==> config.mk <==
export PLATFORM = sky130hd
export DESIGN_NAME = scan_decoder
export DESIGN_NICKNAME = d
export VERILOG_FILES = /design/src/rtl/scan_decoder.sv
export SDC_FILE = /design/constraint.sdc
export NUM_CORES = 1
export LEC_CHECK = 0
export BUFFER_PORTS_ARGS = -buffer_cell sky130_fd_sc_hd__buf_4
export CELL_PAD_IN_SITES_DETAIL_PLACEMENT = 2
export CELL_PAD_IN_SITES_GLOBAL_PLACEMENT = 2
export CORE_MARGIN = 10
export CORE_UTILIZATION = 26
export DETAILED_ROUTE_END_ITERATION = 6
export PLACE_DENSITY_LB_ADDON = 0.3
export SLEW_MARGIN = 20
export SYNTH_ARGS = -nofsm -noshare
export SYNTH_HDL_FRONTEND = slang
export SYNTH_SLANG_ARGS = --single-unit
==> constraint.sdc <==
create_clock -name Clock -period 4 [get_ports Clock]
set_clock_uncertainty 0.15 [all_clocks]
set_input_delay 0.2 -clock Clock [delete_from_list [all_inputs] [get_ports Clock]]
set_output_delay 0.2 -clock Clock [all_outputs]
set_load 0.01 [all_outputs]
==> src/rtl/scan_decoder.sv <==
// ---------------------------------------------------------------------------
// scan_decoder
//
// Registered N-to-2^N one-hot decoder with enable and an auto-scan mode.
// In direct mode the select input W is decoded one clock later.
// In scan mode an internal index walks 0..LIMIT. It advances one step every
// PRESCALE enabled clocks and wraps back to 0. This is used for strobing
// multiplexed display digits or LED columns.
//
// Ports
//   Clock  : system clock, rising edge
//   Reset  : asynchronous, active-high reset
//   EN     : enable; 0 forces Y to 0 and freezes scan progress
//   MODE   : 0 = direct decode of W, 1 = auto-scan
//   W      : direct-mode select value
//   LIMIT  : last scan index (inclusive)
//   Y      : one-hot decode of the internal index (or all zero)
//   SEL    : current internal index
//   WRAP   : one-cycle pulse on the LIMIT -> 0 scan step
//
// Every output comes from registers only.
// ---------------------------------------------------------------------------
module scan_decoder #(
    parameter int N        = 3,
    parameter int PRESCALE = 4
) (
    input  logic              Clock,
    input  logic              Reset,
    input  logic              EN,
    input  logic              MODE,
    input  logic [N-1:0]      W,
    input  logic [N-1:0]      LIMIT,
    output logic [2**N-1:0]   Y,
    output logic [N-1:0]      SEL,
    output logic              WRAP
);

    // The prescale counter is never narrower than one bit, so PRESCALE = 1
    // still has a legal (always-zero) counter.
    localparam int PW = (PRESCALE > 1) ? $clog2(PRESCALE) : 1;
    localparam logic [PW-1:0] PC_LAST = PW'(PRESCALE - 1);

    logic [N-1:0]  idx_reg, idx_next;
    logic          act_reg, act_next;
    logic [PW-1:0] pc_reg, pc_next;
    logic          mode_reg;
    logic          wrap_reg, wrap_next;

    always_comb begin
        idx_next  = idx_reg;
        act_next  = act_reg;
        pc_next   = pc_reg;
        wrap_next = 1'b0;

        if (!MODE) begin
            // Direct decode. This branch also covers the scan -> direct edge,
            // where W is loaded at once.
            pc_next  = '0;
            act_next = EN;
            if (EN) begin
                idx_next = W;
            end
        end else begin
            act_next = EN;
            if (mode_reg != MODE) begin
                // First scan edge: restart the cadence from the current index.
                pc_next = '0;
            end else if (EN) begin
                if (pc_reg == PC_LAST) begin
                    pc_next = '0;
                    // Using >= instead of == means a LIMIT lowered below the
                    // current index wraps on the next step. The index never
                    // passes through values above LIMIT.
                    if (idx_reg >= LIMIT) begin
                        idx_next  = '0;
                        wrap_next = 1'b1;
                    end else begin
                        idx_next = idx_reg + 1'b1;
                    end
                end else begin
                    pc_next = pc_reg + 1'b1;
                end
            end
        end
    end

    always_ff @(posedge Clock or posedge Reset) begin
        if (Reset) begin
            idx_reg  <= '0;
            act_reg  <= 1'b0;
            pc_reg   <= '0;
            mode_reg <= 1'b0;
            wrap_reg <= 1'b0;
        end else begin
            idx_reg  <= idx_next;
            act_reg  <= act_next;
            pc_reg   <= pc_next;
            mode_reg <= MODE;
            wrap_reg <= wrap_next;
        end
    end

    // One comparator per output line. At most one line can match idx, so
    // Y is either zero or one-hot.
    generate
        for (genvar gi = 0; gi < 2**N; gi++) begin : g_line
            assign Y[gi] = act_reg && (idx_reg == N'(gi));
        end
    endgenerate

    assign SEL  = idx_reg;
    assign WRAP = wrap_reg;

endmodule

==> impl_metrics.ini <==
[finish]
antenna_cells = 0
largest_reg_flops = 3
drive_gt1_share_pct = 33.0
fin_nets = 111
nFillCells = 263
area_growth_pct = 38.2

[critical_path]
worstSetupPathType = primary input to register
cp-start-kind = primary input
worstPathRequired_ns = 4.01
crit_arrival_ns = 1.96
end_kind = register
critPathMaxFanout = 11

[timing]
period_minus_slack_ns = 1.95
setup-violations-final = 0
slew_headroom_pct = 75.9
drv_slew = 0
worstMarginPinSlew_ns = 0.360
holdWs_ns = 0.0921
finalHoldViolations = 0
finalSetupTns_ns = 0
finalCritPeriodShare_pct = 48.7
timing.fmax_mhz = 514
grt_setup_unrepaired = no

[logic_synthesis]
synth-seq-cells = 8
netlist_area_um2 = 613
synth_warnings = 0
synthCells = 62
synthesis.nets = 83
avgSynthCellArea_um2 = 9.89
ys_types = 21
synth-seq-area-share_pct = 32.7

[floorplanning]
coreArea_um2 = 2230
die_h_um = 68.6
io-pin-count = 22
die_area_um2 = 4700
rows = 17
dieWidth_um = 68.6
start_util_pct = 27.5

[drt]
ant_nets = 0
wl_per_cell_um = 13.3
post_drt_via_cell_ratio = 4.47
vias = 518
drc_errors = 0
dr.pass1.iters = 3
drt-initial-drc-count = 9
finalWirelength_mm = 1.54

[global_route]
grt_max_degree = 12
first_global_vias = 555
grt.overflow.total = 0
antenna_found_initial = 0
grt_pass1_wl_mm = 2.50
track_usage_pct = 6.85

[clock_tree]
clock_latency_ns = 0.25
cts.sinks = 8
post_cts_resized = 0
htreeDepth = 1
cts_tree = done
cts_buffer_depth = 2
numCtsBuffers = 3
cts_root_buffer = clkbuf_4
clkTransAtPathRegs_ns = 0.05

[worst_hold_path]
hp-class = primary input to register

[outcome]
status = finished, final reports clean

[pwr]
peakVddDrop_v = 0.000191
power_density_nw_per_um2 = 329
p_leak_nw = 0.467

[placement]
routabilityCongestion = 0.679
io_buffers = 21
hpwl_mm = 1.33

[run]
cap_violations = 0
==> placed cells by master, fill, tap and decap left out, drive strengths merged <==
cell type	n
buf	21
ha	11
inv	9
dfrtp	8
nor2	5
and2	5
a31oi	4
a21oi	3
and3	3
clkbuf	3
dlygate4sd3	3
nand2b	3
and2b	2
a21o	1
nand3b	1
a221oi	1
nand2	1
nor3	1
nor2b	1
nor4	1
mux2i	1
==> synthesized netlist by cell type, drive strengths merged <==
library cell	number	area (µm²)
inv	9	33.8
nor3	1	5.00
ha	11	138
and2b	2	20.0
buf	1	11.3
nor2	5	18.8
nor2b	1	6.26
nand3b	1	7.51
a21o	1	7.51
a21oi	3	15.0
a221oi	1	26.3
nor4	1	6.26
and3	3	18.8
dfrtp	8	200
and2	5	31.3
nand2b	3	28.8
a31oi	4	25.0
mux2i	1	10.0
nand2	1	3.75
==> area by class of cell <==
type | instances | area, µm² | share of cell area (%)
Clock buffer | 3 | 22.5 | 2.66
Multi-Input combinational cell | 44 | 368 | 43.4
Tap cell | 28 | 35.0 | 4.14
Sequential cell | 8 | 200 | 23.6
Inverter | 9 | 33.8 | 3.99
Timing Repair Buffer | 24 | 188 | 22.2
==> layer usage <==
metal	GRT usage [%]	share of wire, %	vias up
li1	-	-	261
met5	0	0	-
met4	0.754	0	0
met1	7.43	38	244
met3	2.90	11	0
met2	12.4	51	13
==> where the power goes <==
| part | switching (mW) | internal (mW) |
|---|---|---|
| clock network | 0.0245 | 0.0341 |
| registers | 0.0150 | 0.0900 |
| logic | 0.0554 | 0.0595 |
==> cell families (layout without fill, tap and decap cells) <==
| family | count (synthesis) | count (layout) | share of synthesized area [%] |
|---|---|---|---|
| flops | 8 | 8 | 32.7 |
| compound gates | 9 | 9 | 12.0 |
| simple gates | 23 | 23 | 23.9 |
| buf+inv | 10 | 36 | 7.35 |
| mux | 1 | 1 | 1.63 |
| fa+ha+maj | 11 | 11 | 22.4 |
==> what timing repair did <==
action,CTS,global route
buffers inserted,0,0
setup endpoints to repair,0,0
hold endpoints to repair,9,1
hold buffers,2,1
==> through the flow <==
step                cell area, µm²  worst slack (ns)  total power [mW]  cells  util (%)
floorplan                      613              2.34             0.171     62         -
global placement               795              2.23             0.218    110      35.6
detailed placement             795              2.19             0.223    110      35.6
CTS                            837              2.17             0.286    115      37.5
global route                   847              1.96             0.310    116      37.9
finish                         847              2.05             0.279    116      37.9
==> critical path: stages <==
cell           delay, ns
dlygate4sd3_1       0.53
buf_4               0.18
ha_1                0.33
nand2b_4            0.16
a221oi_4            0.32
nor2_1              0.07
a31oi_1             0.16
==> final timing paths <==
check / start / end / slack [ns] / cells after the start
max: MODE / SEL[2]$_DFFE_PP0P_ / 2.05 / 7
min: W[2] / SEL[2]$_DFFE_PP0P_ / 0.09 / 3
max reg2reg: SEL[0]$_DFFE_PP0P_ / SEL[0]$_DFFE_PP0P_ / 2.20 / 6
min reg2reg: pc_reg[1]$_DFFE_PP0P_ / pc_reg[1]$_DFFE_PP0P_ / 0.38 / 2
max in group asynchronous: Reset / SEL[0]$_DFFE_PP0P_ / 3.16 / 3
min in group asynchronous: Reset / pc_reg[1]$_DFFE_PP0P_ / 0.30 / 3
(Power assumes the default switching activity.)
